--- config.mk ---
export PLATFORM = sky130hd
export DESIGN_NAME = stream_mux_n
export DESIGN_NICKNAME = d
export VERILOG_FILES = /design/src/rtl/stream_mux_n.sv
export SDC_FILE = /design/constraint.sdc
export NUM_CORES = 1
export LEC_CHECK = 0
export ABC_AREA = 1
export CORE_MARGIN = 8
export CORE_UTILIZATION = 39
export DETAILED_ROUTE_END_ITERATION = 16
export PLACE_DENSITY_LB_ADDON = 0.15
export SYNTH_ARGS = -nofsm -noshare
export SYNTH_HDL_FRONTEND = slang
export SYNTH_SLANG_ARGS = --single-unit
--- constraint.sdc ---
create_clock -name clk -period 3.7 [get_ports clk]
set_input_delay 0.925 -clock clk [delete_from_list [all_inputs] [get_ports clk]]
set_output_delay 0.925 -clock clk [all_outputs]
set_load 0.02 [all_outputs]
--- src/rtl/stream_mux_n.sv ---
// -----------------------------------------------------------------------------
// stream_mux_n
//   N-channel, WIDTH-bit registered stream multiplexer with a valid/ready
//   handshake on every side. The channel is picked either by an external
//   select (MODE 0) or by an internal round-robin arbiter (MODE 1). The chosen
//   word goes into a single output register stage.
//
// Ports
//   clk        in   1          rising-edge clock
//   reset      in   1          asynchronous, active-high reset
//   in_data    in   N*WIDTH    channel i occupies bits [i*WIDTH +: WIDTH]
//   in_valid   in   N          channel i offers a word
//   in_ready   out  N          channel i word is taken this cycle if in_valid[i]
//   sel        in   SELW       MODE 0 channel select, values >= N select nothing
//   out_data   out  WIDTH      registered output word
//   out_valid  out  1          out_data holds a valid word
//   out_ready  in   1          consumer accepts out_data this cycle
//   out_chan   out  SELW       channel index that out_data came from
// -----------------------------------------------------------------------------
module stream_mux_n #(
    parameter  int WIDTH = 16,
    parameter  int N     = 4,
    parameter  int MODE  = 0,
    localparam int SELW  = $clog2(N)
) (
    input  logic                 clk,
    input  logic                 reset,
    input  logic [N*WIDTH-1:0]   in_data,
    input  logic [N-1:0]         in_valid,
    output logic [N-1:0]         in_ready,
    input  logic [SELW-1:0]      sel,
    output logic [WIDTH-1:0]     out_data,
    output logic                 out_valid,
    input  logic                 out_ready,
    output logic [SELW-1:0]      out_chan
);

    // N held one bit wider so that power-of-2 N does not truncate to 0.
    localparam logic [SELW:0] NL = (SELW+1)'(N);

    logic             valid_q, valid_d;
    logic [WIDTH-1:0] data_q,  data_d;
    logic [SELW-1:0]  chan_q,  chan_d;

    logic             space;
    logic             grant_ok;
    logic [SELW-1:0]  grant;
    logic             load;

    // Output register is free, or is being drained by the consumer this cycle.
    assign space = !valid_q || out_ready;

    generate
        if (MODE == 0) begin : g_ext
            assign grant_ok = ({1'b0, sel} < NL);
            assign grant    = sel;
        end else begin : g_rr
            logic [SELW-1:0] rr_ptr_q, rr_ptr_d;
            wire             unused_sel = ^sel;

            // Walk from the farthest candidate back to rr_ptr so the nearest
            // valid channel (in round-robin order) is the last one written.
            always_comb begin
                logic [SELW:0] idx;
                idx      = '0;
                grant_ok = 1'b0;
                grant    = '0;
                for (int k = N-1; k >= 0; k--) begin
                    idx = {1'b0, rr_ptr_q} + (SELW+1)'(k);
                    if (idx >= NL) idx = idx - NL;
                    if (in_valid[idx[SELW-1:0]]) begin
                        grant_ok = 1'b1;
                        grant    = idx[SELW-1:0];
                    end
                end
            end

            // Pointer moves just past the channel that was served.
            always_comb begin
                rr_ptr_d = rr_ptr_q;
                if (load)
                    rr_ptr_d = (grant == SELW'(N-1)) ? '0 : grant + SELW'(1);
            end

            always_ff @(posedge clk or posedge reset) begin
                if (reset) rr_ptr_q <= '0;
                else       rr_ptr_q <= rr_ptr_d;
            end
        end
    endgenerate

    // in_ready is forced low while reset is held, even though the output
    // register is empty at that point.
    always_comb begin
        in_ready = '0;
        if (!reset && space && grant_ok) in_ready[grant] = 1'b1;
    end

    assign load = !reset && space && grant_ok && in_valid[grant];

    always_comb begin
        valid_d = valid_q;
        data_d  = data_q;
        chan_d  = chan_q;
        if (load) begin
            valid_d = 1'b1;
            data_d  = in_data[int'(grant)*WIDTH +: WIDTH];
            chan_d  = grant;
        end else if (out_ready) begin
            valid_d = 1'b0;
        end
    end

    always_ff @(posedge clk or posedge reset) begin
        if (reset) begin
            valid_q <= 1'b0;
            data_q  <= '0;
            chan_q  <= '0;
        end else begin
            valid_q <= valid_d;
            data_q  <= data_d;
            chan_q  <= chan_d;
        end
    end

    assign out_valid = valid_q;
    assign out_data  = data_q;
    assign out_chan  = chan_q;

endmodule
# Word level (Yosys, flattened, before mapping)

Cells that the tools add are included.

Register bits after elaboration: 19
Input port bits: 73
Output and inout bits: 23

$lt $le $gt $ge: 2
Shift operators: 1
Multiplexer cells: 7
Reduce and logical (&&, ||, !) cells: 7

Operators by type and width:

| cell                                                                                 | count |
|---|---|
| 64-bit by 7-bit indexed part select with 16-bit output                               | 1 |
| 1-bit 2-to-1 mux                                                                     | 4 |
| 4-bit 2-to-1 mux                                                                     | 1 |
| 1-bit logical AND                                                                    | 3 |
| 2-bit by 3-bit less-than comparator with 1-bit output (second input constant)        | 1 |
| 1-bit binary-select mux with 2-bit select                                            | 1 |
| 1-bit demux with 2-bit select                                                        | 1 |
| 2-bit by 1-bit greater-or-equal comparator with 1-bit output (second input constant) | 1 |
| 1-bit logical NOT                                                                    | 2 |
| 2-bit nonzero test                                                                   | 1 |
| 1-bit logical OR                                                                     | 1 |

# Logic depth before layout (Yosys ltp)

Gate-level depths: netlist (run 1).

Depth in word-level cells: 5
Gate-level depth with buffers: 9

# Worst setup path before layout (run 1)

Ideal clock, no wire load.

Path type: input-to-output
Start point: input out_ready
End point: output in_ready[0]
Arrival: 1.835 ns
Required time: 2.775 ns
Setup slack: 0.940 ns
Stages on the path: 5
Buffers on the path: 1
Cell sequence: nor2_1 > nor2_2 > buf_2 > inv_1 > nor3_1

Longest elaborated chain between the ends: 3

Ends and longest elaborated chain:

| item              | line | RTL |
|---|---|---|
| start, declared   | 34   | `input logic out_ready,` |
| 1-bit logical OR  | 51   | `assign space = !valid_q \|\| out_ready;` |
| 1-bit logical AND | 96   | `if (!reset && space && grant_ok) in_ready[grant] = 1'b1;` |
| 4-bit 2-to-1 mux  | 96   |  |
| end, declared     | 30   | `output logic [N-1:0] in_ready,` |

No other way between the ends.

# Final worst setup path (run 1)

Start point: input sel[0]
End point: output in_ready[2]

Longest elaborated chain between the ends: 5

Ends and longest elaborated chain:

| item                                                                                                                                                        | line | RTL |
|---|---|---|
| start, declared                                                                                                                                             | 31   | `input logic [SELW-1:0] sel,` |
| 2-bit by 3-bit less-than comparator with 1-bit output (implied by the code) or 2-bit by 1-bit greater-or-equal comparator with 1-bit output (tied branches) | 96   |  |
| 1-bit logical AND (implied by the code)                                                                                                                     | 96   |  |
| 1-bit 2-to-1 mux (implied by the code)                                                                                                                      | 96   |  |
| 1-bit demux with 2-bit select (*)                                                                                                                           | 96   |  |
| 4-bit 2-to-1 mux (*)                                                                                                                                        | 96   |  |

Mark *: on every way between the ends. The rest lies on a longest branch, timed or not.

==> impl_metrics.py, run 1 <==
metrics = {
    "placed_design": {
        "gp_congestion": 0.859,
        "port_buffers": 95,
        "hpwl_um": 3870,
    },
    "status": {
        "outcome": "complete, no violations",
    },
    "yosys": {
        "syn_inst": 253,
        "ys.flop_type": "dfrtp_1",
        "yosys_register_bits": 19,
        "yosysMostFrequentCell": "nand2_1",
        "yosysTopAreaCellShare_pct": 49.2,
        "yosysTopAreaCell": "nand2_1",
        "avgSynthCellArea_um2": 5.64,
        "synth_area_leaders": "nand2_1 49%, dfrtp_1 33%, nand3_1 6.3%",
        "yosysSeqAreaShare_pct": 33.3,
        "yosysWarnings": 0,
        "synth-edff-count": 0,
        "synth.distinct_cells": 16,
        "syn_nets": 326,
        "async_reset_ff_share_pct": 100,
        "synth_commonest_cells": "187 x nand2_1, 19 x dfrtp_1, 18 x nand3_1",
        "synth_area_um2": 1430,
    },
    "clock_tree": {
        "post-cts-setup-buffers": 0,
        "cts_buffer_depth": 2,
        "ctsRootBufferMaster": "clkbuf_4",
        "cts_buffers": 3,
        "cts_resized": 0,
        "path_clk_slew_ns": 0.10,
        "cts_max_level": 1,
        "cts_tree": "done",
        "clk_latency_ns": 0.29,
        "cts.sinks": 19,
        "ctsHoldBuffers": 0,
    },
    "sta": {
        "setup_tns_ns": 0,
        "tightest_slew_ns": 0.674,
        "skew_ns": 0.00144,
        "slew_headroom_pct": 55.1,
        "finalHoldViolCount": 0,
        "post-route-period-util_pct": 93.3,
        "slew_violations": 0,
        "fin_crit_ns": 3.45,
        "rsz0062_at_grt": "no",
        "max_freq_ghz": 0.290,
        "setup_viol": 0,
    },
    "grt": {
        "grt-ovfl-total": 0,
        "first_global_vias": 1769,
        "grt_pass1_wl_um": 7750,
        "grt_max_degree": 38,
        "grt.total_usage_pct": 15.7,
        "antenna_found_initial": 0,
    },
    "worst_setup_path": {
        "critPathKind": "input port to primary output",
        "startpoint_type": "input port",
        "cp_slowest_stage_delay_ns": 0.65,
        "worstPathRequired_ns": 2.77,
        "worst_path_most_repeated_cell": "clkdlybuf4s50_1",
        "cp_cell_sequence": "clkdlybuf4s50_1 -> buf_4 -> nor3_1 -> clkdlybuf4s50_1",
        "critPathLaunch": "sel[0]",
        "reg2regPathDepth": 7,
        "cp-end-kind": "primary output",
        "cp.arrival_ns": 2.53,
        "crit_path_top_delay_cell": "clkdlybuf4s50_1",
        "crit_fanout": 37,
        "r2r_start": "out_valid",
    },
    "pwr": {
        "total_power_w": 0.000752,
        "vdd_drop_max_mv": 0.123,
        "power.leakage_nw": 1.28,
        "power_density_nw_per_um2": 311,
    },
    "floorplanning": {
        "rows": 22,
        "core_area_um2": 3580,
        "dieArea_um2": 5850,
        "die_width_um": 76.5,
        "io_pins": 96,
        "die_h_um": 76.5,
        "start_util_pct": 39.9,
    },
    "worst_hold_path": {
        "min-delay-start": "out_data[7]",
        "hp-class": "register to register",
        "worstHoldPathCells": 2,
    },
    "flow_run": {
        "maxCapViolCount": 0,
    },
    "layout": {
        "area_growth_pct": 69.3,
        "num_antenna_cells": 0,
        "num-nets-final": 416,
        "drive_above_1_share_pct": 3.80,
    },
    "routing": {
        "drt-total-wl_um": 4660,
        "postRouteAntennaNets": 0,
        "dr.first_iter.drc_count": 67,
        "dr.pass1.iters": 4,
        "wl_per_cell_um": 11.9,
        "drcViolationCount": 0,
        "vias": 1787,
        "via_per_inst": 4.58,
    },
}
final cells by class:
type                    count  area (um^2)
fillers                   356         1160
repair buffers             99          981
multi-input cells         215          856
flip-flops and latches     19          475
well taps                  48         60.1
clock buffers               4         26.3
inverters                   5         18.8
final timing paths:
| path | slack, ns | to |
|---|---|---|
| worst max-delay path | 0.25 | in_ready[2] |
| max in group asynchronous | 2.18 | out_data[9] |
| worst min register to register | 0.48 | out_data[7] |
| min in group asynchronous | 1.09 | out_data[12] |
| worst max register to register | 2.37 | out_chan[0] |
| worst min-delay path | 0.48 | out_data[7] |
power by group:
part	total [W]	switching, W	internal [W]
sequential	0.000279	0.0000248	0.000254
combinational	0.000374	0.000182	0.000192
clock	0.0000990	0.0000571	0.0000419
total	0.000752	0.000264	0.000488
per-stage QoR:
stage / cell area (um^2) / hold WS, ns / std cells / utilization, % / setup slack, ns
floorplan: 1430 / 0.577 / 253 / - / 0.940
global placement: 2390 / 0.453 / 386 / 66.8 / 0.214
detailed placement: 2390 / 0.458 / 386 / 66.8 / 0.235
CTS: 2420 / 0.482 / 390 / 67.6 / 0.209
global route: 2420 / 0.508 / 390 / 67.6 / 0.182
finish: 2420 / 0.477 / 390 / 67.6 / 0.248
cells in the final DEF (no fill, tap or decap):
cell / netlist / routed
buf_4: 2 / 4
clkbuf_1: 2 / 1
clkbuf_4: 0 / 3
clkdlybuf4s50_1: 0 / 95
dfrtp_1: 19 / 19
inv_1: 3 / 3
inv_2: 2 / 2
nand2_1: 187 / 187
nand2_2: 1 / 1
nand2_4: 2 / 2
nand3_1: 18 / 18
nor2_1: 1 / 1
nor2_2: 1 / 1
nor3_1: 4 / 4
o21ai_0: 1 / 1
critical path: cells and delay by family:
kind	cells	cell delay, ns
simple gates	1	0.25
buf+inv	3	1.35
cell families after synthesis:
family / share of synthesized area [%]
simple gates: 59.6
buf+inv: 6.75
compound gates: 0.350
flops: 33.3
routing by layer:
metal | track usage [%] | wire [um] | vias up
met5 | 0 | 0 | -
met3 | 7.08 | 491 | 5
met2 | 25.1 | 2210 | 64
met4 | 5.19 | 55 | 0
li1 | - | - | 945
met1 | 18.0 | 1910 | 773
flip-flops by register name, indices dropped and copies added, names as in the netlist:
register / count
out_valid: 1
out_data: 16
out_chan: 2
Note: power is estimated with default switching activity, not from simulation.
==> run 2: changes to the inputs <==
Settings changed: REMOVE_ABC_BUFFERS from default to 1.
==> run 2 against run 1 <==
Compared with the run above:
- die area unchanged
- power up 1.5%
- sequential power about the same
- fmax is 0.81% higher
- combinational power increased by 2%
- clock power rose by 7%
- first-iteration DRC count increased by 16%
- clock-buffer cell count stayed put
- non-clock buffer count is 3 higher
- sequential cell count did not move
- final cell count grew 0.77%
- largest cell class unchanged
- highest routed layer unchanged
==> impl_metrics.py, run 2 (synthesis gave the netlist of run 1 again) <==
metrics = {
    "layout": {
        "nFillCells": 361,
        "multiInputGateArea_um2": 856,
        "area_growth_pct": 70.9,
        "seq_area_um2": 475,
        "final_common_cell": "nand2_1",
        "final_cell_mix": "187 x nand2_1, 95 x clkdlybuf4s50_1, 19 x dfrtp_1",
        "utilization_pct": 68.2,
        "num_antenna_cells": 0,
        "drive_above_1_share_pct": 4.64,
        "num-nets-final": 419,
        "design_area_um2": 2440,
        "largest_register_ffs": 16,
    },
    "sta": {
        "rsz0062_at_grt": "no",
        "skew_ns": 0.00253,
        "tightest_slew_ns": 0.720,
        "max_freq_ghz": 0.292,
        "setup_viol": 0,
        "finalHoldViolCount": 0,
        "slew_headroom_pct": 52.0,
        "slew_violations": 0,
        "setup_tns_ns": 0,
        "post-route-period-util_pct": 92.6,
        "fin_crit_ns": 3.42,
    },
    "clock_tree": {
        "cts_buffers": 3,
        "cts_max_level": 1,
        "ctsHoldBuffers": 0,
        "ctsRootBufferMaster": "clkbuf_4",
        "cts_buffer_depth": 2,
        "path_clk_slew_ns": 0.11,
        "cts.sinks": 19,
        "cts_tree": "done",
        "post-cts-setup-buffers": 0,
        "clk_latency_ns": 0.30,
        "cts_resized": 0,
    },
    "worst_hold_path": {
        "worstHoldPathCells": 2,
        "whs_endpoint": "out_data[12]",
        "hp-class": "register to register",
        "min-delay-start": "out_data[12]",
    },
    "grt": {
        "grt_max_degree": 23,
        "antenna_found_initial": 0,
        "grt.total_usage_pct": 15.7,
        "grt_pass1_wl_um": 7710,
        "first_global_vias": 1576,
        "grt-ovfl-total": 0,
    },
    "floorplanning": {
        "die_h_um": 76.5,
        "rows": 22,
        "core_area_um2": 3580,
        "die_width_um": 76.5,
        "start_util_pct": 39.9,
        "io_pins": 96,
        "dieArea_um2": 5850,
    },
    "worst_setup_path": {
        "r2r_setup_slack_ns": 2.30,
        "cp.arrival_ns": 2.50,
        "cp_cell_sequence": "clkdlybuf4s50_1 -> nor2_1 -> nor2_2 -> inv_1 -> nor3_1 -> clkdlybuf4s50_1",
        "r2r_start": "out_valid",
        "critical_path_buf_inv_count": 3,
        "worstPathRequired_ns": 2.77,
        "cp-end-kind": "primary output",
        "r2r-end": "out_data[7]",
        "crit_fanout": 4,
        "worst_path_most_repeated_cell": "clkdlybuf4s50_1",
        "startpoint_type": "input port",
        "reg2regPathDepth": 7,
        "crit_path_top_delay_cell": "clkdlybuf4s50_1",
        "critPathKind": "input port to primary output",
        "critPathTopFamily": "buffers and inverters",
        "cp_slowest_stage_delay_ns": 0.64,
    },
    "routing": {
        "wl_per_cell_um": 12.1,
        "drcViolationCount": 0,
        "postRouteAntennaNets": 0,
        "dr.pass1.iters": 4,
        "dr.first_iter.drc_count": 78,
        "via_per_inst": 4.50,
        "vias": 1769,
        "drt-total-wl_um": 4760,
    },
    "placed_design": {
        "hpwl_um": 3620,
        "gp_congestion": 0.742,
        "place_area_um2": 2410,
        "port_buffers": 95,
    },
    "flow_run": {
        "maxCapViolCount": 0,
    },
    "pwr": {
        "power.leakage_nw": 1.29,
        "power_density_nw_per_um2": 313,
        "vdd_drop_max_mv": 0.119,
    },
    "status": {
        "outcome": "complete, no violations",
    },
}
[run 2: cell type report]
class | instances | share of cell area, %
well taps | 48 | 2.46
clock buffers | 4 | 1.08
inverters | 5 | 0.769
repair buffers | 102 | 41.1
flip-flops and latches | 19 | 19.5
multi-input cells | 215 | 35.1
[run 2: where the power goes]
group          switching, W  internal (W)
combinational      0.000187      0.000194
sequential        0.0000232      0.000254
clock             0.0000639     0.0000420
[run 2: worst reg2reg max path: cells and delay by family, from the launching register on]
family / cells / cell delay (ns)
buffers and inverters: 2 / 0.36
DFF: 1 / 0.39
and+or+nand+nor: 5 / 0.55
[run 2: how the worst max path moves through the flow]
stage                   start           to  cells past startpoint
CTS                 out_ready  in_ready[3]                      6
detailed placement  out_ready  in_ready[3]                      6
finish              out_ready  in_ready[3]                      6
global placement    out_ready  in_ready[2]                      6
global route        out_ready  in_ready[3]                      6
floorplan           out_ready  in_ready[0]                      4
[run 2: through the flow]
| step | hold WS, ns | setup slack (ns) | instances | power (W) |
|---|---|---|---|---|
| 2_1_floorplan | 0.583 | 0.704 | 239 | 0.000446 |
| 3_3_place_gp | 0.453 | 0.282 | 389 | 0.000661 |
| 3_5_place_dp | 0.458 | 0.252 | 389 | 0.000666 |
| 4_1_cts | 0.484 | 0.255 | 393 | 0.000775 |
| 5_1_grt | 0.499 | 0.178 | 393 | 0.000819 |
| 6_report | 0.482 | 0.276 | 393 | 0.000763 |
[run 2: metal layers]
| layer | up-vias | routed length [um] | GRT usage, % |
|---|---|---|---|
| met3 | 4 | 305 | 4.48 |
| li1 | 949 | - | - |
| met1 | 764 | 2110 | 19.1 |
| met2 | 52 | 2310 | 26.1 |
| met5 | - | 0 | 0 |
| met4 | 0 | 34 | 4.62 |
